**src/rtl/ea_pkg.sv**
```systemverilog
// Shared constants for the effective-address sequencer: addressing modes,
// operand sizes, FSM state encodings and the stack-pointer register number.
package ea_pkg;

  localparam logic [1:0] MODE_IND     = 2'b00;
  localparam logic [1:0] MODE_POSTINC = 2'b01;
  localparam logic [1:0] MODE_PREDEC  = 2'b10;
  localparam logic [1:0] MODE_DISP    = 2'b11;

  localparam logic [1:0] SIZE_BYTE = 2'b00;
  localparam logic [1:0] SIZE_WORD = 2'b01;
  localparam logic [1:0] SIZE_LONG = 2'b10;

  localparam logic [2:0] ST_IDLE  = 3'd0;
  localparam logic [2:0] ST_READ  = 3'd1;
  localparam logic [2:0] ST_CALC  = 3'd2;
  localparam logic [2:0] ST_WRITE = 3'd3;
  localparam logic [2:0] ST_ISSUE = 3'd4;

  localparam logic [2:0] SP_REG = 3'd7;

endpackage

```
**src/rtl/ea_increment.sv**
```systemverilog
// Post-increment / pre-decrement step for a given operand size and register.
// Byte accesses through A7 step by 2 so the stack pointer stays word aligned.
module ea_increment
  import ea_pkg::*;
#(
  parameter int unsigned ADDR_W = 32
) (
  input  logic [1:0]        size,
  input  logic [2:0]        reg_sel,
  output logic [ADDR_W-1:0] inc_c
);

  always_comb begin
    inc_c = ADDR_W'(4);
    case (size)
      SIZE_BYTE: inc_c = (reg_sel == SP_REG) ? ADDR_W'(2) : ADDR_W'(1);
      SIZE_WORD: inc_c = ADDR_W'(2);
      default:   inc_c = ADDR_W'(4);
    endcase
  end

endmodule

```
**src/rtl/ea_address_unit.sv**
```systemverilog
// Effective-address sequencer: reads An, forms the EA for (An), (An)+, -(An)
// and d16(An), writes back the updated An, then offers the EA with valid/ready.
module ea_address_unit
  import ea_pkg::*;
#(
  parameter int unsigned ADDR_W = 32,
  parameter int unsigned DISP_W = 16
) (
  input  logic              CLK,
  input  logic              RESET,
  input  logic              START,
  input  logic [2:0]        REG_SEL,
  input  logic [1:0]        MODE,
  input  logic [1:0]        SIZE,
  input  logic [DISP_W-1:0] DISP,
  input  logic              SUPERVISOR_MODE,
  input  logic [ADDR_W-1:0] RF_Q,
  output logic [2:0]        RF_SEL,
  output logic              RF_SUPERVISOR,
  output logic              RF_S,
  output logic [ADDR_W-1:0] RF_D,
  output logic [ADDR_W-1:0] EA,
  output logic              EA_VALID,
  input  logic              EA_READY,
  output logic              BUSY,
  output logic              ADDR_ERR
);

  logic [2:0]        state_q, state_d;
  logic [1:0]        mode_q, mode_d;
  logic [1:0]        size_q, size_d;
  logic [DISP_W-1:0] disp_q, disp_d;
  logic [ADDR_W-1:0] base_q, base_d;

  logic [2:0]        rf_sel_d;
  logic              rf_sup_d;
  logic              rf_s_d;
  logic [ADDR_W-1:0] rf_d_d;
  logic [ADDR_W-1:0] ea_d;
  logic              ea_valid_d;
  logic              busy_d;
  logic              addr_err_d;

  logic [ADDR_W-1:0] inc;
  logic [ADDR_W-1:0] disp_ext;
  logic [ADDR_W-1:0] ea_calc;
  logic [ADDR_W-1:0] wb_calc;
  logic              wb_needed;
  logic              misaligned;

  ea_increment #(.ADDR_W(ADDR_W)) u_inc (
    .size    (size_q),
    .reg_sel (RF_SEL),
    .inc_c   (inc)
  );

  assign disp_ext = {{(ADDR_W-DISP_W){disp_q[DISP_W-1]}}, disp_q};

  // Address arithmetic for the captured mode; all sums wrap modulo 2^ADDR_W.
  always_comb begin
    ea_calc   = base_q;
    wb_calc   = base_q;
    wb_needed = 1'b0;
    case (mode_q)
      MODE_POSTINC: begin
        wb_calc   = base_q + inc;
        wb_needed = 1'b1;
      end
      MODE_PREDEC: begin
        ea_calc   = base_q - inc;
        wb_calc   = base_q - inc;
        wb_needed = 1'b1;
      end
      MODE_DISP: ea_calc = base_q + disp_ext;
      default:   ea_calc = base_q;
    endcase
    misaligned = (size_q != SIZE_BYTE) && ea_calc[0];
  end

  // Next-state and next-output logic.
  always_comb begin
    state_d    = state_q;
    mode_d     = mode_q;
    size_d     = size_q;
    disp_d     = disp_q;
    base_d     = base_q;
    rf_sel_d   = RF_SEL;
    rf_sup_d   = RF_SUPERVISOR;
    rf_s_d     = 1'b0;
    rf_d_d     = RF_D;
    ea_d       = EA;
    ea_valid_d = EA_VALID;
    busy_d     = BUSY;
    addr_err_d = 1'b0;

    case (state_q)
      ST_IDLE: begin
        if (START) begin
          rf_sel_d = REG_SEL;
          rf_sup_d = SUPERVISOR_MODE;
          mode_d   = MODE;
          size_d   = SIZE;
          disp_d   = DISP;
          busy_d   = 1'b1;
          state_d  = ST_READ;
        end
      end
      ST_READ: begin
        base_d  = RF_Q;
        state_d = ST_CALC;
      end
      ST_CALC: begin
        if (misaligned) begin
          addr_err_d = 1'b1;
          busy_d     = 1'b0;
          state_d    = ST_IDLE;
        end else if (wb_needed) begin
          ea_d    = ea_calc;
          rf_d_d  = wb_calc;
          rf_s_d  = 1'b1;
          state_d = ST_WRITE;
        end else begin
          ea_d       = ea_calc;
          ea_valid_d = 1'b1;
          state_d    = ST_ISSUE;
        end
      end
      ST_WRITE: begin
        ea_valid_d = 1'b1;
        state_d    = ST_ISSUE;
      end
      ST_ISSUE: begin
        if (EA_READY) begin
          ea_valid_d = 1'b0;
          busy_d     = 1'b0;
          state_d    = ST_IDLE;
        end
      end
      default: begin
        ea_valid_d = 1'b0;
        busy_d     = 1'b0;
        state_d    = ST_IDLE;
      end
    endcase
  end

  always_ff @(posedge CLK or posedge RESET) begin
    if (RESET) begin
      state_q       <= ST_IDLE;
      mode_q        <= MODE_IND;
      size_q        <= SIZE_BYTE;
      disp_q        <= '0;
      base_q        <= '0;
      RF_SEL        <= 3'd0;
      RF_SUPERVISOR <= 1'b0;
      RF_S          <= 1'b0;
      RF_D          <= '0;
      EA            <= '0;
      EA_VALID      <= 1'b0;
      BUSY          <= 1'b0;
      ADDR_ERR      <= 1'b0;
    end else begin
      state_q       <= state_d;
      mode_q        <= mode_d;
      size_q        <= size_d;
      disp_q        <= disp_d;
      base_q        <= base_d;
      RF_SEL        <= rf_sel_d;
      RF_SUPERVISOR <= rf_sup_d;
      RF_S          <= rf_s_d;
      RF_D          <= rf_d_d;
      EA            <= ea_d;
      EA_VALID      <= ea_valid_d;
      BUSY          <= busy_d;
      ADDR_ERR      <= addr_err_d;
    end
  end

endmodule

```
**config.mk**
```make
export PLATFORM = sky130hd
export DESIGN_NAME = ea_address_unit
export DESIGN_NICKNAME = d
export VERILOG_FILES = /design/src/rtl/ea_pkg.sv /design/src/rtl/ea_increment.sv /design/src/rtl/ea_address_unit.sv
export SDC_FILE = /design/constraint.sdc
export NUM_CORES = 1
export LEC_CHECK = 0
export BUFFER_PORTS_ARGS = -buffer_cell sky130_fd_sc_hd__buf_4
export CAP_MARGIN = 15
export CORE_MARGIN = 2
export CORE_UTILIZATION = 30
export CTS_CLUSTER_SIZE = 16
export DETAILED_ROUTE_END_ITERATION = 8
export GPL_TIMING_DRIVEN = 0
export PLACE_DENSITY = 0.57
export RECOVER_POWER = 100
export SKIP_LAST_GASP = 1
export SYNTH_ARGS = -nofsm -noshare
export SYNTH_HDL_FRONTEND = slang
export SYNTH_SLANG_ARGS = --single-unit
```
**constraint.sdc**
```tcl
create_clock -name CLK -period 5.3 [get_ports CLK]
set_clock_uncertainty 0.15 [all_clocks]
set_input_delay 1.06 -clock CLK [delete_from_list [all_inputs] [get_ports CLK]]
set_output_delay 1.06 -clock CLK [all_outputs]
set_load 0.02 [all_outputs]
```
# Word-level counts from Yosys, hierarchy flattened
# Cells that the tools add are included.
[totals]
ff_bits = 127
wordCells = 68
out_inout_bits = 72
[op_classes]
eq_ne = 14
n_addsub = 3
mux = 22
n_reduce_logical = 13
n_bitwise = 3
[op_table]
columns = ["op", "n"]
rows = [
  ["$pmux W32 S2", 3],
  ["$add A32 B32 Y32", 2],
  ["$sub A32 B32 Y32", 1],
  ["$pmux W3 S5", 1],
  ["$mux W3", 4],
  ["$mux W1", 11],
  ["$ne A2 B2 Y1 const B", 5],
  ["$pmux W1 S4", 2],
  ["$reduce_and A4 Y1", 2],
  ["$eq A3 B2 Y1 const B", 2],
  ["$eq A3 B3 Y1 const B", 2],
  ["$reduce_and A2 Y1", 3],
  ["$reduce_or A2 Y1", 3],
  ["$eq A2 B1 Y1 const B", 2],
  ["$eq A2 B2 Y1 const B", 2],
  ["$eq A3 B1 Y1 const B", 1],
  ["$logic_not A3 Y1", 1],
  ["$not A1 Y1", 3],
  ["$reduce_and A3 Y1", 1],
  ["$logic_not A2 Y1", 1],
  ["$mux W2", 1],
  ["$reduce_bool A2 Y1", 1],
  ["$logic_and A1 B1 Y1", 1],
]

# Depth between registers and ports, before layout
[depth]
ltp_word = 8
mapped_depth = 14
depth_no_buf = 13

# By module
# Synthesis repeated with hierarchy kept, for this count alone.
[unflattened]
cells_unflattened = 1234
area_unflattened_um2 = 10493.8
[modules_own_cells]
columns = ["mod", "instances", "seq_area_each_um2", "area_each_um2", "cells_each"]
rows = [
  ["ea_address_unit", 1, 3178.0, 10249.8, 1200],
  ["ea_increment", 1, 0.0, 244.0, 34],
]

# Worst setup path after synthesis
# No wires, ideal clock.
[synth_path]
path_type = "register to register"
start = "reg RF_SEL[1]"
end = "reg RF_D[31]"
required_time_ns = 5.024
arrival_time_ns = 3.079
n_path_buf = 0
path_stages_with_launch = 12
setup_slack_ns = 1.945
setup_time_ns = 0.126
synth_period_minus_slack_ns = 3.355
path_cell_list = "dfrtp_1 > a31oi_1 > or2_2 > ha_1 > nand2b_1 > a21oi_1 > o2111ai_1 > nor4_1 > nand4_1 > xnor2_1 > a221oi_1 > nor2_1"
[synth_via]
elab_chain_cells = 8
[synth_lines]
columns = ["item", "line", "text"]
rows = [
  ["start, declared", "ea_address_unit.sv:18", "output logic [2:0] RF_SEL,"],
  ["start signal, assigned", "ea_address_unit.sv:168", "RF_SEL <= rf_sel_d;"],
  ["$eq A3 B3 Y1 *", "ea_increment.sv:16", "SIZE_BYTE: inc_c = (reg_sel == SP_REG) ? ADDR_W'(2) : ADDR_W'(1);"],
  ["$mux W2 *", "ea_increment.sv:16", ""],
  ["$pmux W32 S2 *", "ea_increment.sv:15", "case (size)"],
  ["$sub A32 B32 Y32", "ea_address_unit.sv:70, ea_address_unit.sv:71", ""],
  ["$pmux W32 S2", "ea_address_unit.sv:64", "case (mode_q)"],
  ["$logic_and A1 B1 Y1", "ea_address_unit.sv:77", "misaligned = (size_q != SIZE_BYTE) && ea_calc[0];"],
  ["$not A1 Y1 (no line)", "-", ""],
  ["$reduce_and A3 Y1 (no line)", "-", ""],
  ["end signal, assigned", "ea_address_unit.sv:171", "RF_D <= rf_d_d;"],
  ["end, declared", "ea_address_unit.sv:21", "output logic [ADDR_W-1:0] RF_D,"],
]
# Every way passes the cells marked *; elsewhere a longest branch is shown, timed or not.
# A chain may end at the register's enable or synchronous reset.

# Worst setup path in the final report
[layout_path]
start = "reg disp_q[15]"
end = "reg EA[31]"
[layout_via]
elab_chain_cells = 2
[layout_lines]
columns = ["item", "line", "text"]
rows = [
  ["start, declared", "ea_address_unit.sv:32", "logic [DISP_W-1:0] disp_q, disp_d;"],
  ["start signal, assigned", "ea_address_unit.sv:166", "disp_q <= disp_d;"],
  ["$add A32 B32 Y32", "ea_address_unit.sv:74", "MODE_DISP: ea_calc = base_q + disp_ext;"],
  ["$pmux W32 S2", "ea_address_unit.sv:64", ""],
  ["end signal, assigned", "ea_address_unit.sv:158", "EA <= '0;"],
  ["end signal, assigned", "ea_address_unit.sv:172", "EA <= ea_d;"],
  ["end, declared", "ea_address_unit.sv:22", "output logic [ADDR_W-1:0] EA,"],
]
# No other way between the ends.

==> results by stage <==
Synth:
- Of all flip-flops after synthesis, the portion carrying an async set or reset was between 90% and 100%.
- The distinct cell type count after synthesis is 70.
- The dominant register cell in the synthesized netlist is sky130_fd_sc_hd__dfrtp_1.
- Yosys mapped a number of flops with a built-in enable equal to 0.
- Counting flops and latches in the post-synthesis netlist gives 127.
- The cell count after synthesis is ~1000.
- The total number of yosys warnings is 0.
- The number of nets in the synthesized netlist is between 1000 and 1500.
- The average cell area after synthesis is between 8 and 9 sq um.
- The sequential-to-total area share from yosys stat is a little over a third.
- The cell area after synthesis is 8780 sq um.

Clocking:
- Post-CTS repair changed the size of 0 cells.
- The number of buffers inserted by hold repair at cts is 0.
- At the later pin of the worst-skew pair, clock insertion delay measures 0.44 ns.
- The clock tree synthesis step divided the H-tree into 4 levels.
- The number of clock buffers inserted by TritonCTS is 17.
- Post-CTS timing repair inserted 0 buffers for setup.
- Counting every sink on the clock net gives 127.
- The clock tree buffer depth is 2.
- Clock-pin slew was measured on the worst setup and hold paths at approximately 0.070 ns.
- TritonCTS built the clock tree.
- The library cell used as clock root buffer is sky130_fd_sc_hd__clkbuf_16.

Min path:
- Along the worst hold path, the cell count comes to 1.
- The path type of the worst min-delay path is register to register.
- The worst hold path begins at RF_D[5].
- The path with the worst hold slack has its endpoint at RF_D[5].

Place:
- The half-perimeter wire length of the detailed placement result is around 26 mm.
- The routability congestion estimate is 0.935.
- The number of buffer cells added on primary ports is 131.
- Timing analysis after detailed placement gives a worst setup slack of roughly 1.3 ns.

Floorplan:
- The floorplan step set the die width to around 180 um.
- The vertical die dimension is 175 um.
- The count of pins on the block boundary is 132.
- The core region is between 20000 and 30000 sq um.
- The row count is 62.
- The full die area is a little over 30000 sq um.
- For this configuration, the core starts out at a cell density of between 30% and 40%.

Setup path:
- The slowest stage cell on the critical path is sky130_fd_sc_hd__dfrtp_1.
- The number of cells on the worst reg-to-reg path is 11.
- The largest single stage delay on the critical path is 0.97 ns.
- The critical path goes through ha_1, clkbuf_1, and3_1, clkbuf_1, nor3b_1, nand2_1, a21oi_1, nor2_1, o31ai_1, a311oi_1, nand3_1.
- The worst register-to-register path has a setup slack of approximately 1.1 ns.
- In this run the critical register-to-register path is launched from disp_q[15].
- The critical path class is register to register.
- The worst endpoint data arrival time is between 4 and 5 ns.
- The element type at the critical path end is a register.
- STA puts the critical path data required time at approximately 5.5 ns.
- The largest fanout on the critical path is 18.
- The most numerous cell type found on the critical path is sky130_fd_sc_hd__clkbuf_1.
- The worst register-to-register path ends at EA[31].
- The worst setup path is launched from a register.

GRT:
- Entering global routing, the biggest net connects slightly below 70 pins.
- For this run, the total global-route usage over all layers was measured as 21.9%.
- For this run, global-route usage on met3 was measured as under 10%.
- Global routing finished with a remaining overflow of 0.
- The met1 demand-to-capacity share in global routing is between 20% and 30%.
- The first global-routing pass estimated 50.9 mm of wire.
- For met2 alone, demand over resource in global routing was 35.8%.
- The number of antenna violations at the first check in global routing is 0.
- The via count of the first global-routing pass is between 8000 and 9000.
- The layer with the highest usage is met2.

Drt:
- The detailed router finished its first iteration with 825 violations.
- The detail route stage leaves a number of antenna-violating nets equal to 0.
- The via count of the routed design is slightly below 9000.
- The routed wire length is 33.7 mm.
- The total iterations of the first detailed-routing run is 5.
- The DRC violation count after routing is 0.
- Dividing the detail-routed via count by the number of cells gives roughly 5.5.
- After detailed routing, the average wire length per cell comes to between 20 and 25 um.

Finish:
- The share of cells above drive strength 1 is between 10 and 15%.
- After the last flow step, the layout net total stands at 1303.
- The antenna diode count is 0.
- The area growth from synthesis to layout is 20.8%.

Timing:
- The share of the cycle needed by the critical path after routing is between 70% and 80%.
- The max-slew violation total from the final report is 61.
- The clock period minus final worst setup slack is about 4.2 ns.
- Measured against its own limit, the worst slew margin works out to -94.2%.
- Setup repair after global routing left no endpoint under its margin.
- For the pin with the worst max-slew slack, the measured transition is between 2 and 3 ns.
- The worst-case setup margin in the final layout is roughly 1.1 ns.
- Hold is met by 0.327 ns.
- The top achievable clock speed is 238 MHz.
- The hold violation total from the final report is 0.
- The total of endpoints with negative setup slack in the final report is 0.

Pwr:
- The total power draw is between 8000 and 9000 uW.
- The power density relative to cell area is ~800 nW/um^2.
- The maximum ir drop on the vdd rail is 0.000330 V.
- The static leakage power is 0.00436 uW.

Status:
- The checks that failed: capacitance limit, slew limit.
- The flow ran to the end, but the final reports show violations.

Run:
- The count of max-cap constraint violations is 1.
## cells in the mapped netlist (23+ instances only)
| cell | instances | area, sq um |
|---|---|---|
| sky130_fd_sc_hd__nand2_1 | 136 | 510 |
| sky130_fd_sc_hd__dfrtp_1 | 127 | 3180 |
| sky130_fd_sc_hd__o21ai_0 | 102 | 510 |
| sky130_fd_sc_hd__a21oi_1 | 78 | 390 |
| sky130_fd_sc_hd__nor2_1 | 77 | 289 |
| sky130_fd_sc_hd__clkbuf_1 | 64 | 240 |
| sky130_fd_sc_hd__mux2_2 | 47 | 529 |
| sky130_fd_sc_hd__ha_1 | 40 | 500 |
| sky130_fd_sc_hd__inv_1 | 33 | 124 |
| sky130_fd_sc_hd__nand3_1 | 30 | 150 |
| sky130_fd_sc_hd__a21o_1 | 27 | 203 |
| sky130_fd_sc_hd__a31oi_1 | 25 | 156 |
| sky130_fd_sc_hd__xnor2_1 | 23 | 201 |
## kinds of logic (layout without fill, tap and decap cells)
family | after synthesis | in the layout | synth area share, %
AO/OA/AOI/OAI | 340 | 340 | 24.3
XOR/XNOR | 32 | 32 | 3.19
adder cells (fa/ha/maj) | 43 | 43 | 6.38
buffers and inverters | 106 | 272 | 4.59
flip-flops | 127 | 127 | 36.2
multiplexers | 57 | 57 | 7.17
AND/OR/NAND/NOR | 342 | 342 | 18.2
## cell usage in the layout, fill, tap and decap left out, types with 13 or more instances in the layout
master,count
sky130_fd_sc_hd__clkbuf_1,140
sky130_fd_sc_hd__nand2_1,136
sky130_fd_sc_hd__dfrtp_1,127
sky130_fd_sc_hd__o21ai_0,104
sky130_fd_sc_hd__a21oi_1,78
sky130_fd_sc_hd__nor2_1,77
sky130_fd_sc_hd__buf_4,57
sky130_fd_sc_hd__mux2_2,47
sky130_fd_sc_hd__ha_1,40
sky130_fd_sc_hd__inv_1,32
sky130_fd_sc_hd__nand3_1,30
sky130_fd_sc_hd__a21o_1,27
sky130_fd_sc_hd__a31oi_1,25
sky130_fd_sc_hd__xnor2_1,23
sky130_fd_sc_hd__nor3_1,23
sky130_fd_sc_hd__clkbuf_16,17
sky130_fd_sc_hd__nor4_1,13
## cell type report
cell class                 instances  area [sq um]
fill                            3028         18200
multi-input combinational        814          5190
sequential                       127          3180
timing repair buffer             134           749
tap                              384           480
clock buffer                      19           443
buffer                            72           274
clock inverter                    13           164
inverter                          34           129
## per-layer routing
metal  routed length [um]  share of wire (%)  up-vias
met5                    0                  0        -
li1                     -                  -     4137
met1                14700                 44     4300
met3                 2000                5.9       69
met2                15700                 47      357
met4                 1260                3.7        0
## state kept, by name (all words and copies together), names as in the netlist
| name | count |
|---|---|
| disp_q | 16 |
| EA | 32 |
| RF_SUPERVISOR | 1 |
| RF_SEL | 3 |
| RF_S | 1 |
| base_q | 32 |
| ADDR_ERR | 1 |
| BUSY | 1 |
| RF_D | 32 |
| mode_q | 2 |
| state_q | 3 |
| EA_VALID | 1 |
| size_q | 2 |
## metrics by stage
step	cell area, sq um	utilization [%]	TNS (ns)	instances
floorplan	8780	-	0	1047
global placement	10200	35.6	-127.31	1562
detailed placement	10300	35.7	0	1565
CTS	10900	37.9	0	1597
global route	10600	36.8	0	1597
finish	10600	36.8	0	1597
## power by group
| group | total, uW | internal [uW] | switching (uW) | leakage (uW) |
|---|---|---|---|---|
| Clock | 1240 | 753 | 491 | 0.000293 |
| Combinational | 5390 | 1890 | 3500 | 0.00251 |
| Sequential | 1870 | 1430 | 442 | 0.00156 |
| Total | 8510 | 4080 | 4430 | 0.00436 |
## worst max-delay path: cells and delay by family (launching register included)
family                     cells  cell delay, ns
AOI/OAI and AO/OA              3            1.23
and+or+nand+nor                5            0.99
DFF                            1            0.97
buffers and inverters          2            0.50
adders and majority gates      1            0.25
## how the worst max path moves through the flow
stage	endpoint	cells after the start	from
2_1_floorplan	ADDR_ERR	1	RESET
3_3_place_gp	base_q[21]	2	RESET
3_5_place_dp	EA[23]	11	disp_q[15]
4_1_cts	EA[23]	11	disp_q[15]
5_1_grt	EA[31]	11	disp_q[15]
6_report	EA[31]	11	disp_q[15]
Power figures use the tool's default switching activity.
